--- src/rtl/matmul_sequencer.sv ---
// Purpose : sequences C[i][j] = sum_k A[i][k]*B[k][j] over row-major A/B buffers into a MAC.
// Latency : K+3 cycles per result (CLEAR, K x ISSUE, DRAIN, OUTPUT) with c_ready held high.
// Backpr. : c_ready low holds OUTPUT (c_valid/c_addr/c_data stable); no reads while stalled.
//
// Ports:
//   clk, reset_n                 clock, async active-low reset
//   start, dim_m/n/k             job request and matrix dimensions (latched on accepted start)
//   busy, done                   job in progress, one-cycle end-of-job pulse
//   a_rd_en/a_addr/a_rdata       A buffer sync read port (data one cycle after strobe)
//   b_rd_en/b_addr/b_rdata       B buffer sync read port (same strobe as A)
//   mac_clear/enable/a/b/accum   MAC control, operands and accumulator return
//   c_valid/c_ready/c_addr/c_data result write-back handshake
module matmul_sequencer #(
    parameter int DATA_W = 32,
    parameter int DIM_W  = 4,
    parameter int ADDR_W = 8
) (
    input  logic              clk,
    input  logic              reset_n,
    input  logic              start,
    input  logic [DIM_W-1:0]  dim_m,
    input  logic [DIM_W-1:0]  dim_n,
    input  logic [DIM_W-1:0]  dim_k,
    output logic              busy,
    output logic              done,
    output logic              a_rd_en,
    output logic [ADDR_W-1:0] a_addr,
    input  logic [DATA_W-1:0] a_rdata,
    output logic              b_rd_en,
    output logic [ADDR_W-1:0] b_addr,
    input  logic [DATA_W-1:0] b_rdata,
    output logic              mac_clear,
    output logic              mac_enable,
    output logic [DATA_W-1:0] mac_a,
    output logic [DATA_W-1:0] mac_b,
    input  logic [DATA_W-1:0] mac_accum,
    output logic              c_valid,
    input  logic              c_ready,
    output logic [ADDR_W-1:0] c_addr,
    output logic [DATA_W-1:0] c_data
);

    typedef enum logic [2:0] {
        S_IDLE, S_CLEAR, S_ISSUE, S_DRAIN, S_OUTPUT, S_FINISH
    } state_t;

    localparam logic [DIM_W-1:0] DIM_ONE = DIM_W'(1);

    state_t           state_q, state_d;
    logic [DIM_W-1:0] m_q, m_d, n_q, n_d, kd_q, kd_d;
    logic [DIM_W-1:0] i_q, i_d, j_q, j_d, k_q, k_d;
    logic             en_q;

    logic last_k, last_j, last_i;
    assign last_k = (k_q == kd_q - DIM_ONE);
    assign last_j = (j_q == n_q - DIM_ONE);
    assign last_i = (i_q == m_q - DIM_ONE);

    // State register
    always_ff @(posedge clk or negedge reset_n) begin
        if (!reset_n) begin
            state_q <= S_IDLE;
        end else begin
            state_q <= state_d;
        end
    end

    // Dimension latches, loop counters and the read-to-enable alignment stage
    always_ff @(posedge clk or negedge reset_n) begin
        if (!reset_n) begin
            m_q  <= '0;
            n_q  <= '0;
            kd_q <= '0;
            i_q  <= '0;
            j_q  <= '0;
            k_q  <= '0;
            en_q <= 1'b0;
        end else begin
            m_q  <= m_d;
            n_q  <= n_d;
            kd_q <= kd_d;
            i_q  <= i_d;
            j_q  <= j_d;
            k_q  <= k_d;
            // read data arrives one cycle after the strobe, so enable follows it
            en_q <= (state_q == S_ISSUE);
        end
    end

    // Next-state and counter update
    always_comb begin
        state_d = state_q;
        m_d     = m_q;
        n_d     = n_q;
        kd_d    = kd_q;
        i_d     = i_q;
        j_d     = j_q;
        k_d     = k_q;
        case (state_q)
            S_IDLE: begin
                if (start) begin
                    m_d  = dim_m;
                    n_d  = dim_n;
                    kd_d = dim_k;
                    i_d  = '0;
                    j_d  = '0;
                    if (dim_m == '0 || dim_n == '0 || dim_k == '0) begin
                        state_d = S_FINISH;
                    end else begin
                        state_d = S_CLEAR;
                    end
                end
            end
            S_CLEAR: begin
                k_d     = '0;
                state_d = S_ISSUE;
            end
            S_ISSUE: begin
                k_d = k_q + DIM_ONE;
                if (last_k) begin
                    state_d = S_DRAIN;
                end
            end
            S_DRAIN: begin
                state_d = S_OUTPUT;
            end
            S_OUTPUT: begin
                if (c_ready) begin
                    if (last_i && last_j) begin
                        i_d     = '0;
                        j_d     = '0;
                        state_d = S_FINISH;
                    end else begin
                        if (last_j) begin
                            j_d = '0;
                            i_d = i_q + DIM_ONE;
                        end else begin
                            j_d = j_q + DIM_ONE;
                        end
                        state_d = S_CLEAR;
                    end
                end
            end
            S_FINISH: begin
                state_d = S_IDLE;
            end
            default: begin
                state_d = S_IDLE;
            end
        endcase
    end

    // State-decoded outputs
    always_comb begin
        busy      = (state_q != S_IDLE);
        done      = (state_q == S_FINISH);
        a_rd_en   = (state_q == S_ISSUE);
        mac_clear = (state_q == S_CLEAR);
        c_valid   = (state_q == S_OUTPUT);
    end

    assign b_rd_en    = a_rd_en;
    assign mac_enable = en_q;
    assign mac_a      = a_rdata;
    assign mac_b      = b_rdata;
    assign c_data     = mac_accum;

    // Address arithmetic is carried out at ADDR_W and wraps
    assign a_addr = ADDR_W'(i_q) * ADDR_W'(kd_q) + ADDR_W'(k_q);
    assign b_addr = ADDR_W'(k_q) * ADDR_W'(n_q) + ADDR_W'(j_q);
    assign c_addr = ADDR_W'(i_q) * ADDR_W'(n_q) + ADDR_W'(j_q);

endmodule

--- config.mk ---
export PLATFORM = sky130hd
export DESIGN_NAME = matmul_sequencer
export DESIGN_NICKNAME = d
export VERILOG_FILES = /design/src/rtl/matmul_sequencer.sv
export SDC_FILE = /design/constraint.sdc
export NUM_CORES = 1
export LEC_CHECK = 0
export ABC_AREA = 1
export CELL_PAD_IN_SITES_DETAIL_PLACEMENT = 1
export CELL_PAD_IN_SITES_GLOBAL_PLACEMENT = 1
export CORE_MARGIN = 2
export CORE_UTILIZATION = 27
export DETAILED_ROUTE_END_ITERATION = 7
export PLACE_DENSITY_LB_ADDON = 0.1
export SLEW_MARGIN = 5
export SYNTH_ARGS = -nofsm -noshare
export SYNTH_HDL_FRONTEND = slang
export SYNTH_SLANG_ARGS = --single-unit
--- constraint.sdc ---
create_clock -name clk -period 5.7 [get_ports clk]
set_input_delay 1.14 -clock clk [delete_from_list [all_inputs] [get_ports clk]]
set_output_delay 1.14 -clock clk [all_outputs]
set_load 0.01 [all_outputs]
== Yosys cells after proc, flatten, opt, wreduce, memory -nomap -nowiden ==
Index checks and enable logic that the tools add are counted.

* $add $sub $neg: 9
* Multipliers: 3
* Eq/ne operators: 12
* Multiplexer cells: 16
* Reduce and logical (&&, ||, !) cells: 14

{| class="wikitable"
|+ Operators with widths
! cell !! count
|-
| two-way mux 4 bit || 7
|-
| adder 8 x 4 -> 8 bit || 3
|-
| multiplier 4 x 4 -> 8 bit || 3
|-
| case mux 4 bit (2 select lines) || 3
|-
| two-way mux 3 bit || 5
|-
| case mux 3 bit (5 select lines) || 1
|-
| adder 4 x 1 -> 4 bit (second input constant) || 3
|-
| equality test 4 bit || 3
|-
| zero test 4 bit || 3
|-
| subtractor 4 x 1 -> 4 bit (second input constant) || 3
|-
| equality test 3 x 2 -> 1 bit (second input constant) || 2
|-
| equality test 3 bit (second input constant) || 2
|-
| AND reduction 3 bit || 2
|-
| inequality test 2 x 1 -> 1 bit (second input constant) || 2
|-
| AND reduction 4 bit || 1
|-
| nonzero test 2 bit || 2
|-
| equality test 3 x 1 -> 1 bit (second input constant) || 1
|-
| zero test 3 bit || 1
|-
| inequality test 3 x 1 -> 1 bit (second input constant) || 1
|-
| nonzero test 3 bit || 1
|-
| logical OR 1 bit || 2
|-
| inequality test 2 bit (second input constant) || 1
|-
| AND reduction 2 bit || 1
|-
| logical AND 1 bit || 1
|}

* Register bits after elaboration: 28
* Input bits: 112
* Output and inout port bits: 127
* Logic and storage cells: 62

== Depth between registers and ports, before layout ==
* Depth in word-level cells: 6
* Gate-level depth with buffers: 15
* Gate-level depth less buffers: 14

== Least setup slack after synthesis ==
Ideal clock, no wire load.

* Kind: reg-to-output
* Start point: register i_q[0]
* End point: output port a_addr[7]
* Arrival time: 3330 ps
* Data required time: 4560 ps
* Setup slack: 1230 ps
* Cell stages (with the launch flop): 14
* Path buffers: 1
* Path through: dfrtp_1 > clkbuf_1 > nand2_1 > fa_1 > fa_1 > fa_1 > inv_1 > ha_1 > nand2_1 > o21ai_0 > nand2_1 > nand2_1 > a21oi_1 > xor2_1

* Longest elaborated chain between the ends: 2

{| class="wikitable"
|+ RTL lines
! what !! RTL line !! text
|-
| start: declaration || 51 || <nowiki>logic [DIM_W-1:0] i_q, i_d, j_q, j_d, k_q, k_d;</nowiki>
|-
| start signal: assignment || 82 || <nowiki>i_q <= i_d;</nowiki>
|-
| multiplier 4 x 4 -> 8 bit || 169 || <nowiki>assign a_addr = ADDR_W'(i_q) * ADDR_W'(kd_q) + ADDR_W'(k_q);</nowiki>
|-
| adder 8 x 4 -> 8 bit || 169 ||
|-
| end: declaration || 27 || <nowiki>output logic [ADDR_W-1:0] a_addr,</nowiki>
|}

Every way passes these cells.

== Final worst setup path ==
* Start point: register k_q[0]
* End point: output port b_addr[6]

* Longest elaborated chain between the ends: 2

{| class="wikitable"
|+ RTL lines
! what !! RTL line !! text
|-
| start: declaration || 51 ||
|-
| start signal: assignment || 84 || <nowiki>k_q <= k_d;</nowiki>
|-
| multiplier 4 x 4 -> 8 bit || 170 || <nowiki>assign b_addr = ADDR_W'(k_q) * ADDR_W'(n_q) + ADDR_W'(j_q);</nowiki>
|-
| adder 8 x 4 -> 8 bit || 170 ||
|-
| end: declaration || 30 || <nowiki>output logic [ADDR_W-1:0] b_addr,</nowiki>
|}

Every way passes these cells.

==> reports/results.tsv <==
stage	metric	value	unit
run_status	status	complete, no violations	
clock_tree	Post-CTS Setup Bufs	0	
yosys	Synth Cell Area	4310	um2
clock_tree	clock buffer depth	2	
die	DIE AREA	17000	um2
finish	post-layout util	27.8	%
yosys	syn avg cell area	7.35	um2
drt	Pre-antenna DRT Iters	4	
clock_tree	TritonCTS Sinks	28	
worst_setup_path	critical path's slowest cell	clkdlybuf4s50_1	
timing	crit share post-route	92.9	%
drt	drt drc	0	
drt	routed len/inst	13.2	um
pwr	P per Cell Area	336	nW/um2
finish	n_diodes	0	
yosys	register area share after synthesis	16.3	%
clock_tree	TritonCTS Buffers	3	
placed_design	port bufs	46	
die	Ports	239	
worst_setup_path	crit path DAT	4.15	ns
grt	initial antenna violation count	0	
grt	GRT Total Usage	12.1	%
finish	commonest cells after routing, fill and taps aside	nand2_1 (135), inv_1 (116), ha_1 (54)	
min_path	hold worst-path end	state_q[0]	
clock_tree	Clk Latency, worst-skew pair	0.28	ns
pwr	VDD IR max	0.156	mV
timing	Fmax	189	MHz
worst_setup_path	family with the most delay on the worst path	adder cells	
pwr	Pleak	2.53	nW
min_path	HP Class	reg2reg	
drt	vias per cell	4.20	
timing	RSZ-0062 raised after global routing	no	
yosys	Unique masters post-synth	32	
clock_tree	# hold bufs at CTS	0	
worst_setup_path	Reg-to-Reg Start	n_q[0]	
drt	Initial DRC Count	46	
worst_setup_path	max incr delay on CP	0.55	ns
timing	Slew headroom	21.4	%
yosys	post-synth net total	773	
die	Die X	130	um
finish	layout cells sized above 1	4.91	%
grt	global-route wire length before repair	16.4	mm
drt	DRT antenna net count	0	
worst_setup_path	Reg-to-Reg End	j_q[3]	
timing	Setup Viol. Count Final	0	
worst_setup_path	Crit Path Class	reg2out	
worst_setup_path	R2R cell count	10	
timing	clock skew	0.00573	ns
timing	worst-margin pin slew	1.17	ns
finish	multi-input logic area	2330	um2
clock_tree	CTS resizes	0	
timing	Fin Setup TNS	0	ns
finish	Nets	718	
drt	routed via count	3134	
grt	GRT Residual Overflow	0	
run	Max Cap Violations	0	
worst_setup_path	crit path cell chain	nand2_1 > fa_1 > fa_1 > fa_1 > inv_1 > ha_1 > a21oi_1 > nand2_1 > a21o_1 > a21oi_1 > xnor2_1 > clkdlybuf4s50_1	
timing	final hold violations	0	
clock_tree	CTS Root Cell	clkbuf_16	
die	Die Height	130	um
yosys	Gate Count Post-Synth	586	
die	Initial Utilization	27.4	%
yosys	#FFs+latches synth	28	
placed_design	detailed-placement wirelength estimate	8.38	mm
finish	Seq. cell area	701	um2
worst_setup_path	Worst EP required	4.56	ns
worst_setup_path	CP most frequent cell	fa_1	
worst_setup_path	CP Buf/Inv Count	2	
clock_tree	CTS clock-pin slew for the worst setup and hold paths	0.08	ns
worst_setup_path	Critical path origin	k_q[0]	
timing	Max Slew Vio Count	0	
min_path	Worst Hold Launch	state_q[0]	
die	Core Region	15700	um2
clock_tree	CTS tree	yes	
finish	# fillers	1910	
grt	pin count of the biggest net entering global routing	29	
worst_setup_path	Worst setup EP type	output port	
worst_setup_path	CP max FO	9	
die	Std-Cell Rows	46	
min_path	Hold Path Depth	1	
worst_setup_path	CP Launch Type	flip-flop	
yosys	YS warnings	0	
finish	synthesis-to-finish area growth	1.54	%
placed_design	gpl congestion	0.766	
timing	min cycle time layout	5.29	ns
finish	commonest non-fill, non-tap cell in the layout	nand2_1	
worst_setup_path	setup slack, reg-to-reg	3.55	ns
clock_tree	# H-tree levels	1	
grt	vias in the first global route	3356	
drt	Routed WL	9.87	mm
worst max-delay path by stage:
| stage | cells past startpoint | end | slack, ns |
|---|---|---|---|
| 6_report | 12 | b_addr[6] | 0.41 |
| 5_1_grt | 13 | b_addr[7] | 0.17 |
| 4_1_cts | 12 | b_addr[6] | 0.33 |
| 3_5_place_dp | 12 | b_addr[6] | 0.65 |
| 3_3_place_gp | 12 | b_addr[6] | 0.74 |
| 2_1_floorplan | 13 | a_addr[7] | 1.23 |
worst reg2reg max path: stages, from the launching register on:
cell	delay, ns
dfrtp_1	0.64
inv_1	0.17
ha_1	0.33
inv_1	0.04
nand2_1	0.05
nand2_1	0.05
nor2_1	0.11
nand3_1	0.13
nand2_2	0.14
nand2_1	0.19
and3_1	0.21
metal layers:
metal	vias up	wire, um	GRT usage [%]
li1	1555	-	-
met1	1463	4850	16.2
met2	83	4420	19.9
met3	33	392	2.01
met4	0	208	3.86
met5	-	0	0
final cells by class:
class,instances,share of cell area [%]
Clock inverter,1,0.686
Clock buffer,3,1.72
Inverter,119,10.2
Timing Repair Buffer,54,11.9
Sequential cell,28,16.0
Tap cell,216,6.18
Multi-Input combinational cell,325,53.3
flip-flops by register name, summed over array words and instances (netlist names):
signal,flops
i_q,4
j_q,4
k_q,4
kd_q,4
m_q,4
n_q,4
state_q,3
mac_enable,1
report_power, final:
| group | switching [mW] | internal [mW] | leakage [nW] |
|---|---|---|---|
| Sequential | 0.131 | 0.266 | 0.365 |
| Clock | 0.0814 | 0.140 | 0.0511 |
| Combinational | 0.478 | 0.372 | 2.12 |
synthesized netlist by cell type:
master    count  area, um2
buf_2         8       40.0
a21o_1        1       7.51
o21ai_0      14       70.1
nand3_2       2       20.0
nor2_2        1       6.26
buf_6         1       11.3
and3_1        2       12.5
nand2_2       2       12.5
fa_1         21        420
nor3_1        6       30.0
buf_8         1       15.0
nor2_1       10       37.5
xor2_1       14        123
buf_4        99        743
nor2_4        2       22.5
o22ai_1       3       18.8
mux2i_1       1       10.0
nand2_1     135        507
nand3_1      19       95.1
inv_2         3       11.3
nand4_1       8       50.1
o21ai_1       2       10.0
a21oi_1      13       65.1
ha_1         54        676
or2_0         1       6.26
inv_1       116        435
clkbuf_2      1       5.00
xnor2_1      10       87.6
nor3_2        1       10.0
nand2_4       3       33.8
clkbuf_1      4       15.0
dfrtp_1      28        701
logic make-up (layout without fill, tap and decap cells):
| family | Yosys count | in the layout | share of synthesized area (%) |
|---|---|---|---|
| AOI/OAI and AO/OA | 33 | 33 | 3.98 |
| xor gates and xnor gates | 24 | 24 | 4.88 |
| adders and majority gates | 75 | 75 | 25.4 |
| buffers and inverters | 233 | 177 | 29.6 |
| DFF | 28 | 28 | 16.3 |
| muxes | 1 | 1 | 0.232 |
| and+or+nand+nor | 192 | 192 | 19.6 |
stage by stage:
stage                     power (mW)  setup WS, ns  cells  hold slack [ns]  area, um2
after CTS                       1.51         0.332    746            0.484       4370
after detailed placement        1.28         0.648    742            0.472       4270
final                           1.47         0.406    746            0.477       4370
after floorplan                 1.04          1.23    586            0.442       4310
after global placement          1.27         0.736    742            0.475       4270
after global routing            1.64         0.170    746            0.528       4370
No activity file was read; power rests on OpenSTA's default activity.
